===== config.mk =====
export PLATFORM = sky130hd
export DESIGN_NAME = layer0
export DESIGN_NICKNAME = d
export VERILOG_FILES = /design/src/rtl/layer0.sv
export SDC_FILE = /design/constraint.sdc
export NUM_CORES = 1
export LEC_CHECK = 0
export BUFFER_PORTS_ARGS = -buffer_cell sky130_fd_sc_hd__buf_2
export CAP_MARGIN = 20
export CORE_UTILIZATION = 45
export DETAILED_ROUTE_END_ITERATION = 6
export PLACE_DENSITY_LB_ADDON = 0.2
export SYNTH_ARGS = -nofsm -noshare
export SYNTH_HDL_FRONTEND = slang
export SYNTH_SLANG_ARGS = --single-unit
export TNS_END_PERCENT = 100

===== constraint.sdc =====
create_clock -name clk -period 23 [get_ports clk]
set_clock_uncertainty 0.15 [all_clocks]
set_input_delay 1.15 -clock clk [delete_from_list [all_inputs] [get_ports clk]]
set_output_delay 1.15 -clock clk [all_outputs]
set_load 0.05 [all_outputs]

===== src/rtl/layer0.sv =====
// layer0: 3x3 zero-padded convolution over a 64x64 image with bias, rounding and ReLU.
// Define LAYER0_SAT_EN to clamp large results to 19'h7FFFF instead of wrapping.
module layer0 #(
    parameter int unsigned IMG_W  = 64,
    parameter logic [179:0] KERNEL = {20'hFAC19, 20'hFC834, 20'hFA6D7, 20'hF6E54, 20'hF8F71,
                                      20'h01004, 20'h06D43, 20'h092D5, 20'h0A89E},
    parameter logic [19:0]  BIAS   = 20'h01310,
    localparam int unsigned CW     = $clog2(IMG_W),
    localparam int unsigned AW     = 2 * CW
) (
    input  logic          clk,
    input  logic          reset,
    input  logic          i_start,
    output logic          o_busy,
    output logic          o_done,
    output logic [AW-1:0] o_iaddr,
    input  logic [19:0]   i_idata,
    output logic          o_valid,
    output logic [18:0]   o_data,
    input  logic          i_busy
);

    localparam int unsigned DW   = 20;
    localparam int unsigned RW   = 19;
    localparam int unsigned PW   = 2 * DW;
    localparam int unsigned ACCW = 44;
    localparam int unsigned FRAC = 16;
    localparam int unsigned TW   = ACCW - FRAC;
    localparam int unsigned NTAP = 9;

    localparam logic [CW-1:0] C_MAX = CW'(IMG_W - 1);
    localparam logic signed [ACCW-1:0] C_RND =
        (ACCW'($signed(BIAS)) <<< FRAC) + (ACCW'(1) <<< (FRAC - 1));

    typedef enum logic [2:0] {
        S_IDLE,
        S_FETCH,
        S_LAST,
        S_ROUND,
        S_OUT,
        S_DONE
    } state_t;

    state_t                  r_state;
    logic [CW-1:0]           r_row;
    logic [CW-1:0]           r_col;
    logic [1:0]              r_tr;
    logic [1:0]              r_tc;
    logic [3:0]              r_tap;
    logic [3:0]              r_prev_tap;
    logic                    r_prev_pad;
    logic                    r_acc_en;
    logic signed [ACCW-1:0]  r_acc;

    logic                    w_pad;
    logic [1:0]              w_tr_nxt;
    logic [1:0]              w_tc_nxt;
    logic                    w_last_pix;
    logic [CW-1:0]           w_row_nxt;
    logic [CW-1:0]           w_col_nxt;
    logic signed [DW-1:0]    w_k;
    logic signed [PW-1:0]    w_prod;
    logic signed [PW-1:0]    w_term;
    logic signed [ACCW-1:0]  w_sum;
    logic signed [TW-1:0]    w_t;
    logic [RW-1:0]           w_res;
    logic                    w_unused;

    // Tap offsets r_tr/r_tc are stored biased by +1 (0..2 means -1..+1).
    function automatic logic [AW-1:0] f_addr(input logic [CW-1:0] row, input logic [CW-1:0] col,
                                             input logic [1:0] tr, input logic [1:0] tc);
        logic [CW-1:0] ar;
        logic [CW-1:0] ac;
        ar = row + CW'(tr) - CW'(1);
        ac = col + CW'(tc) - CW'(1);
        return {ar, ac};
    endfunction

    assign w_pad = ((r_tr == 2'd0) && (r_row == '0))   ||
                   ((r_tr == 2'd2) && (r_row == C_MAX)) ||
                   ((r_tc == 2'd0) && (r_col == '0))   ||
                   ((r_tc == 2'd2) && (r_col == C_MAX));

    assign w_tc_nxt   = (r_tc == 2'd2) ? 2'd0 : r_tc + 2'd1;
    assign w_tr_nxt   = (r_tc == 2'd2) ? r_tr + 2'd1 : r_tr;
    assign w_last_pix = (r_row == C_MAX) && (r_col == C_MAX);
    assign w_col_nxt  = r_col + CW'(1);
    assign w_row_nxt  = (r_col == C_MAX) ? r_row + CW'(1) : r_row;

    // Weight of the tap whose pixel arrives this cycle.
    always_comb begin
        w_k = '0;
        for (int k = 0; k < NTAP; k++) begin
            if (r_prev_tap == 4'(k)) begin
                w_k = KERNEL[DW*k +: DW];
            end
        end
    end

    assign w_prod = $signed(i_idata) * w_k;
    assign w_term = r_prev_pad ? '0 : w_prod;

    assign w_sum = r_acc + C_RND;
    assign w_t   = w_sum[ACCW-1:FRAC];

    // ReLU, then clamp or wrap into the 19-bit result.
    always_comb begin
        w_res = '0;
        if (!w_t[TW-1]) begin
`ifdef LAYER0_SAT_EN
            if (|w_t[TW-2:RW]) begin
                w_res = '1;
            end else begin
                w_res = w_t[RW-1:0];
            end
`else
            w_res = w_t[RW-1:0];
`endif
        end
    end

    assign w_unused = ^{w_sum[FRAC-1:0], w_t};

    always_ff @(posedge clk or posedge reset) begin
        if (reset) begin
            r_state    <= S_IDLE;
            r_row      <= '0;
            r_col      <= '0;
            r_tr       <= '0;
            r_tc       <= '0;
            r_tap      <= '0;
            r_prev_tap <= '0;
            r_prev_pad <= 1'b0;
            r_acc_en   <= 1'b0;
            r_acc      <= '0;
            o_busy     <= 1'b0;
            o_done     <= 1'b0;
            o_iaddr    <= '0;
            o_valid    <= 1'b0;
            o_data     <= '0;
        end else begin
            o_done   <= 1'b0;
            r_acc_en <= (r_state == S_FETCH);
            if (r_acc_en) begin
                r_acc <= r_acc + ACCW'(w_term);
            end

            case (r_state)
                S_IDLE: begin
                    if (i_start) begin
                        r_state <= S_FETCH;
                        o_busy  <= 1'b1;
                        r_row   <= '0;
                        r_col   <= '0;
                        r_tr    <= '0;
                        r_tc    <= '0;
                        r_tap   <= '0;
                        r_acc   <= '0;
                        o_iaddr <= f_addr('0, '0, 2'd0, 2'd0);
                    end
                end

                // Issue one tap address per cycle; its data is accumulated next cycle.
                S_FETCH: begin
                    r_prev_tap <= r_tap;
                    r_prev_pad <= w_pad;
                    if (r_tap == 4'd8) begin
                        r_state <= S_LAST;
                    end else begin
                        r_tap   <= r_tap + 4'd1;
                        r_tr    <= w_tr_nxt;
                        r_tc    <= w_tc_nxt;
                        o_iaddr <= f_addr(r_row, r_col, w_tr_nxt, w_tc_nxt);
                    end
                end

                S_LAST: begin
                    r_state <= S_ROUND;
                end

                S_ROUND: begin
                    o_data  <= w_res;
                    o_valid <= 1'b1;
                    r_state <= S_OUT;
                end

                S_OUT: begin
                    if (!i_busy) begin
                        o_valid <= 1'b0;
                        if (w_last_pix) begin
                            r_state <= S_DONE;
                            o_busy  <= 1'b0;
                            o_done  <= 1'b1;
                        end else begin
                            r_state <= S_FETCH;
                            r_row   <= w_row_nxt;
                            r_col   <= w_col_nxt;
                            r_tr    <= '0;
                            r_tc    <= '0;
                            r_tap   <= '0;
                            r_acc   <= '0;
                            o_iaddr <= f_addr(w_row_nxt, w_col_nxt, 2'd0, 2'd0);
                        end
                    end
                end

                S_DONE: begin
                    r_state <= S_IDLE;
                end

                default: begin
                    r_state <= S_IDLE;
                end
            endcase
        end
    end

endmodule


# [Word-level counts from Yosys, hierarchy flattened]
# Cells that the tools add are included.
[totals] register_bits=107 inputBits=24 out_inout_bits=34
[op_classes] n_mux=57 addsub=13 n_reduce_logical=22 mul=1 eq_ne=23
[op_table] op="$mux 44" n=4
[op_table] op="$mux 20" n=8
[op_table] op="$pmux 44 s2" n=1
[op_table] op="$mux 12" n=4
[op_table] op="$add 44x30->44 const B" n=1
[op_table] op="$add 44x40->44" n=1
[op_table] op="$mul 20x20->40" n=1
[op_table] op="$mux 40" n=1
[op_table] op="$mux 6" n=6
[op_table] op="$pmux 12 s3" n=1
[op_table] op="$pmux 6 s2" n=2
[op_table] op="$sub 6x1->6 const B" n=4
[op_table] op="$mux 19" n=1
[op_table] op="$eq 4x3->1 const B" n=4
[op_table] op="$mux 16" n=1
[op_table] op="$mux 4" n=4
[op_table] op="$pmux 3 s5" n=1
[op_table] op="$mux 2" n=7
[op_table] op="$add 6x1->6 const B" n=2
[op_table] op="$add 6x2->6" n=2
[op_table] op="$eq 6x6->1 const B" n=2
[op_table] op="$logic_not 6->1" n=2
[op_table] op="$mux 3" n=4
[op_table] op="$pmux 2 s3" n=2
[op_table] op="other kinds (25)" n=50

# [Longest topological paths before layout]
# Gate-level depths: netlist of run 1.
[depth] ltp_word=17 depth_mapped=42

# [Least setup slack after synthesis of run 1]
# OpenSTA, ideal clock, no wires.
[synth_path] path_type="in2reg" start="input i_idata[19]" end="register r_acc[43]" path_stages=31 required_time_ns=22.720 slack_ns=13.196 arrival_time_ns=9.524 path_buffers=2 setup_time_ns=0.130 path_cell_list="clkbuf_1 -> nand2_1 -> fa_1 -> inv_1 -> fa_1 -> fa_1 -> fa_1 -> fa_1 -> fa_1 -> inv_1 -> fa_1 -> inv_1 -> ha_1 -> clkbuf_1 -> a21o_1 -> a211o_1 -> a21oi_1 -> o21a_1 -> a31oi_1 -> a311oi_1 -> nor2_1 -> a211oi_1 -> ha_1 -> and3_1 -> and3_1 -> and3_1 -> a21bo_2 -> a311oi_1 -> nor4_1 -> a311oi_1 -> nand3_1"
[synth_between] elab_chain_len=7 word_cells_on_any_way=8
[synth_rtl] element="from (decl)" line="17" text="input logic [19:0] i_idata,"
[synth_rtl] element="$mul 20x20->40 (*)" line="100" text="assign w_prod = $signed(i_idata) * w_k;"
[synth_rtl] element="$mux 40 (*)" line="101" text="assign w_term = r_prev_pad ? '0 : w_prod;"
[synth_rtl] element="$add 44x40->44 (*)" line="145" text="r_acc <= r_acc + ACCW'(w_term);"
[synth_rtl] element="$mux 44 (*)" line="144" text="if (r_acc_en) begin"
[synth_rtl] element="$mux 44" line="190" text="if (w_last_pix) begin"
[synth_rtl] element="$mux 44" line="188" text="if (!i_busy) begin"
[synth_rtl] element="$pmux 44 s2 (*)" line="148" text="case (r_state)"
[synth_rtl] element="to (signal assigned)" line="145"
[synth_rtl] element="to (decl)" line="53" text="logic signed [ACCW-1:0] r_acc;"
# Mark *: on every way between the ends. The rest lies on a longest branch, timed or not.
# A chain may end at the register's enable or synchronous reset.

# [Worst setup path after layout of run 1]
[layout_path] start="register r_prev_tap[0]" end="register r_acc[43]"
[layout_between] elab_chain_len=17 word_cells_on_any_way=26
[layout_rtl] element="from (decl)" line="50" text="logic [3:0] r_prev_tap;"
[layout_rtl] element="from (signal assigned)" line="165" text="r_prev_tap <= r_tap;"
[layout_rtl] element="$logic_not 4->1" line="94" text="if (r_prev_tap == 4'(k)) begin"
[layout_rtl] element="$mux 16" line="94"
[layout_rtl] element="$mux 20 (7 in a row)" line="94"
[layout_rtl] element="$mux 20 (*)" line="94"
[layout_rtl] element="$mul 20x20->40 (*)" line="100"
[layout_rtl] element="$mux 40 (*)" line="101"
[layout_rtl] element="$add 44x40->44 (*)" line="145"
[layout_rtl] element="$mux 44 (*)" line="144"
[layout_rtl] element="$mux 44" line="190"
[layout_rtl] element="$mux 44" line="188"
[layout_rtl] element="$pmux 44 s2 (*)" line="148"
# Marks and branches as above.

==> results of run 1 <==
worst max path at each step:
stage | to | cells after the start | from | slack, ns
final | r_acc[43] | 35 | r_prev_tap[0] | 11.30
after global routing | r_acc[43] | 35 | r_prev_tap[0] | 10.64
after CTS | r_acc[43] | 34 | r_prev_tap[0] | 11.51
after detailed placement | r_acc[43] | 34 | r_prev_tap[0] | 11.53
after global placement | r_acc[43] | 34 | r_prev_tap[0] | 11.89
after floorplan | r_acc[43] | 31 | i_idata[19] | 13.20
sequential cells by signal (all words and copies together) (netlist names):
name,flops
r_prev_pad,1
r_acc_en,1
o_busy,1
o_valid,1
o_iaddr,12
r_col,6
r_acc,44
r_tr,2
r_tap,4
o_data,19
r_row,6
r_state,3
o_done,1
r_prev_tap,4
r_tc,2
layer usage:
metal  GRT usage (%)  vias up
li1                -     8080
met5               0        -
met2            38.9      323
met4            5.94        0
met3            2.49       87
met1            28.1     8890
layout make-up:
class | instances | area share [%]
clock buffers | 10 | 0.976
clock inverters | 6 | 0.358
inverters | 501 | 7.69
multi-input cells | 1884 | 74.8
flip-flops and latches | 107 | 10.9
well taps | 672 | 3.43
repair buffers | 77 | 1.78
metrics by stage:
| stage | util (%) | setup slack, ns | instances |
|---|---|---|---|
| floorplan | - | 13.20 | 2599 |
| global placement | 47.8 | 11.89 | 3241 |
| detailed placement | 47.8 | 11.53 | 3241 |
| CTS | 48.4 | 11.51 | 3257 |
| global route | 48.4 | 10.64 | 3257 |
| finish | 48.4 | 11.30 | 3257 |
worst register-to-register path: cells and delay by family, from the launching register on:
kind,cells,cell delay (ns)
AO/OA/AOI/OAI,8,2.75
AND/OR/NAND/NOR,12,2.57
flip-flops,1,0.60
multiplexers,2,0.81
adder cells (fa/ha/maj),9,4.23
buffers and inverters,4,0.46
cell usage in the layout, fill, tap and decap left out, types with 5 or more instances in the layout:
cell type  Yosys  routed
a21o_1        46      46
or3_1         10      10
buf_4          2      20
fa_1         421     421
o21ai_0       78      77
nand2_1      232     232
buf_2          3      57
o22ai_1       12      12
clkbuf_16      0       9
xnor2_1       72      72
mux2i_1       33      33
nand3_1       43      43
dfrtp_1      107     106
o21bai_1       9       9
nor2_1       142     142
a21oi_1      108     107
a211oi_1      14      13
nand4_1       12      12
o31ai_1       12      12
inv_1        500     499
and2_1       162     162
nor2b_1       53      53
o21a_1        12      12
nor3_1        24      23
o21ai_1        4       5
ha_1         181     181
or2_2          7       7
nor3b_1        7       7
a31oi_1       15      15
o211ai_1       5       5
nor4_1         7       7
xor2_1        46      46
and3_1        15      14
nand2b_1      26      26
cells by family (layout without fill, tap and decap cells):
family | count (synthesis) | in the layout | synth area share [%]
AOI/OAI and AO/OA | 366 | 366 | 10.1
adders and majority gates | 602 | 602 | 45.9
muxes | 36 | 36 | 1.58
buffers and inverters | 608 | 594 | 9.97
DFF | 107 | 107 | 11.5
xor gates and xnor gates | 119 | 119 | 4.51
and+or+nand+nor | 761 | 761 | 16.4
==> flow_metrics.tcl, run 1 <==
set metrics [dict create \
    top_layer "met4" \
    outcome "complete, no violations" \
    multiInputGateArea_sq_um 18300 \
    yosysWarningCount 0 \
    whs_endpoint "o_data[0]" \
    postSynthCellCount 2599 \
    synth_edf_count 0 \
    drv_slew 0 \
    cp-end-kind "flop" \
    n_antenna_cell 0 \
    num-fill-cells 4852 \
    start_util_pct 46.0 \
    drive_gt1_share_pct 5.15 \
    syn_avg_cell_area_sq_um 8.95 \
    dr.pass1.iters 5 \
    clk_pin_slew_ns 0.07 \
    hold_path.class "flop to flop" \
    yosys_most_used_dff "dfrtp_1" \
    synth_top_area_cell "fa_1" \
    grt_pass1_wl_microns 93600 \
    path_max_fanout 25 \
    antenna_found_initial 0 \
    die_area_sq_um 52600 \
    grtUsageTotal_pct 21.9 \
    die_w_microns 229 \
    first_global_vias 18500 \
    min-delay-start "o_data[0]" \
    place_area_sq_um 24200 \
    root_buffer "clkbuf_16" \
    wl_met3_microns 1780 \
    clock-sinks 107 \
    rsz0062_at_grt "false" \
    gp_congestion 0.896 \
    grt_max_degree 69 \
    clock_latency_ns 0.38 \
    ant_nets 0 \
    r2r_end "r_acc[43]" \
    drc 0 \
    synth_cell_type_count 84 \
    post-cts-setup-buffers 0 \
    setup_tns_ns 0 \
    syn_nets 3225 \
    postCtsHoldBufs 0 \
    setup_viol_count_final 0 \
    ctsResizeCount 0 \
    hold_ws_ns 0.329 \
    tightest_slew_ns 0.993 \
    fin_crit_ns 11.70 \
    max_freq_mhz 85.4 \
    vias 17400 \
    rr_worst_depth 35 \
    r2r_slack_ns 11.30 \
    yosysMostFrequentCell "inv_1" \
    synth_top_area_share_pct 36.2 \
    path_common_cell "fa_1" \
    routed_wl_microns 55100 \
    slew_headroom_pct 33.6 \
    holdPathStages 2 \
    dr_wl_met2_microns 28400 \
    row_count 82 \
    async_flop_share_pct 100 \
    final_nets 3206 \
    hold_viol 0 \
    cp.arrival_ns 11.80 \
    slowest_stage "nor3_4" \
    die_h_microns 229 \
    required_ns 23.10 \
    drt-wirelength-per-cell_microns 16.9 \
    min_period_over_period_pct 50.9 \
    area_growth_pct 5.23 \
    core_area_sq_um 50600 \
    yosysSeqAreaShare_pct 11.5 \
    worstSetupStartpointType "flop" \
    path_buf_inv 4 \
    io_pins 58 \
    grt-ovfl-total 0 \
    r2r_start "r_prev_tap[0]" \
    wl_met1_microns 23500 \
    max_stage_delay_ns 0.90 \
    vias_per_cell 5.34 \
    cts_tree "done" \
    crit_type "flop to flop" \
    cp_top_family "adder cells" \
    synth.top_cells.by_count "500 x inv_1, 421 x fa_1, 232 x nand2_1" \
    syn-cell-area_sq_um 23300 \
    ys_seq_elements 107 \
    clockBufferDepth 2 \
    yosys-top-cells-area "fa_1 36%, dfrtp_1 12%, ha_1 9.7%" \
    maxCapViolCount 0 \
    place_hpwl_microns 44600 \
    first_iter_violations 870 \
    ff_latch_area_sq_um 2680 \
    htree_levels 3 \
    finalInstanceArea_sq_um 24500 \
    numCtsBuffers 9 \
    io_buffers 57 \
]
Power of run 1 is not shown: default switching activity piles up to over one toggle a cycle in this logic, so the estimate is an artifact.
==> run 2, diff against run 1 <==
Settings changed: ABC_AREA from default to 1.
Clock period 23 ns to 9.9 ns, I/O delays scaled along.
==> flow_metrics.tcl, run 2 <==
set metrics [dict create \
    gp_congestion 0.964 \
    first_global_vias 21300 \
    place_hpwl_microns 62700 \
    num-fill-cells 5320 \
    slowest_stage "fa_1" \
    io_buffers 57 \
    rr_worst_depth 45 \
    crit_type "flop to flop" \
    synth_top_area_share_pct 35.0 \
    tightest_slew_ns 0.979 \
    path_common_cell "inv_1" \
    drc 0 \
    core_area_sq_um 52700 \
    path_buf_inv 12 \
    vias 20500 \
    rsz0062_at_grt "true" \
    drive_gt1_share_pct 6.54 \
    yosysWarningCount 0 \
    clk_pin_slew_ns 0.08 \
    largest_reg_flops 44 \
    syn_nets 3793 \
    die_h_microns 233 \
    multiInputGateArea_sq_um 18300 \
    path_max_fanout 16 \
    regMostFlops "r_acc" \
    fin_crit_ns 9.47 \
    setup_viol_count_final 0 \
    ant_nets 0 \
    required_ns 10.03 \
    maxCapViolCount 0 \
    worstSetupStartpointType "flop" \
    vias_per_cell 5.23 \
    die_area_sq_um 54400 \
    final_common_cell "inv_1" \
    row_count 84 \
    first_iter_violations 1274 \
    numCtsBuffers 9 \
    drv_slew 0 \
    cp.arrival_ns 9.59 \
    cp_top_family "adder cells" \
    drt-wirelength-per-cell_microns 18.6 \
    yosysSeqAreaShare_pct 11.1 \
    outcome "complete, no violations" \
    async_flop_share_pct 100 \
    max_freq_mhz 106 \
    slew_headroom_pct 34.7 \
    die_w_microns 233 \
    synth_edf_count 0 \
    synth.top_cells.by_count "762 x inv_1, 519 x nand2_1, 435 x nor2_1" \
    grt_pass1_wl_microns 117000 \
    grt-ovfl-total 0 \
    min_period_over_period_pct 95.6 \
    ff_latch_area_sq_um 2680 \
    grt_max_degree 64 \
    hold_viol 0 \
    yosysMostFrequentCell "inv_1" \
    max_stage_delay_ns 0.53 \
    ys_seq_elements 107 \
    htree_levels 3 \
    clock-sinks 107 \
    final_nets 3847 \
    cp-end-kind "flop" \
    grtUsageTotal_pct 28.0 \
    cp.depth 45 \
    yosys-top-cells-area "fa_1 35%, inv_1 12%, dfrtp_1 11%" \
    syn_avg_cell_area_sq_um 7.59 \
    synth_top_area_cell "fa_1" \
    dr.pass1.iters 5 \
    clockBufferDepth 2 \
    yosys_most_used_dff "dfrtp_1" \
    n_antenna_cell 0 \
    antenna_found_initial 0 \
    syn-cell-area_sq_um 24000 \
    top_regs "r_acc: 44 flops, o_data: 19 flops, o_iaddr: 12 flops" \
    setup_tns_ns 0 \
    area_growth_pct 7.30 \
    cts_tree "done" \
    routed_wl_microns 72700 \
    synth_cell_type_count 48 \
    clock_latency_ns 0.39 \
    root_buffer "clkbuf_16" \
    hold_path.class "input port to async pin" \
    final_cell_mix "759 x inv_1, 518 x nand2_1, 430 x nor2_1" \
    start_util_pct 45.7 \
    postSynthCellCount 3167 \
    io_pins 58 \
]
## run 2: through the flow
| step | cell area [sq um] | hold WS [ns] | util [%] | worst slack, ns | cells |
|---|---|---|---|---|---|
| finish | 25800 | 0.0167 | 49.0 | 0.433 | 3914 |
| global route | 25800 | 0.0702 | 49.0 | -0.0774 | 3914 |
| CTS | 25700 | 0.0409 | 48.7 | 0.0241 | 3910 |
| detailed placement | 25400 | 0.317 | 48.2 | 0.0998 | 3894 |
| global placement | 25400 | 0.310 | 48.2 | 0.215 | 3894 |
| floorplan | 24000 | 0.324 | - | 1.52 | 3167 |
## run 2: final timing paths
check	start	to	slack, ns
min	reset	o_valid	0.02
max reg2reg	r_prev_tap[0]	r_acc[42]	0.43
min reg2reg	o_data[7]	o_data[7]	0.34
min in group clk	i_busy	o_done	0.14
max	r_prev_tap[0]	r_acc[42]	0.43
max in group asynchronous	reset	r_acc[2]	8.25
## run 2: cell families after synthesis
family	synth area share, %
fa+ha+maj	44.5
flops	11.1
compound gates	9.83
simple gates	18.8
mux	0.0416
buf+inv	13.4
xor+xnor	2.33
## run 2: layout make-up
| class | instances | share of cell area (%) |
|---|---|---|
| Clock buffer | 10 | 0.926 |
| Sequential cell | 107 | 10.4 |
| Clock inverter | 6 | 0.208 |
| Multi-Input combinational cell | 2205 | 70.8 |
| Timing Repair Buffer | 117 | 2.96 |
| Inverter | 781 | 11.4 |
| Tap cell | 688 | 3.34 |
## run 2: routing by layer
metal	GRT usage, %	share of wire [%]	up-vias
met5	0	0	-
met4	6.80	2.1	0
met3	2.55	4.8	82
met2	48.7	49	513
met1	37.4	44	10200
li1	-	-	9680
## run 2: what timing repair did
| item | CTS | global route |
|---|---|---|
| hold buffers | 0 | 0 |
| setup buffers | 0 | 4 |
| resized for setup | 0 | 33 |
| setup endpoints to repair | 0 | 26 |
Power of run 2 is left out for the same reason.
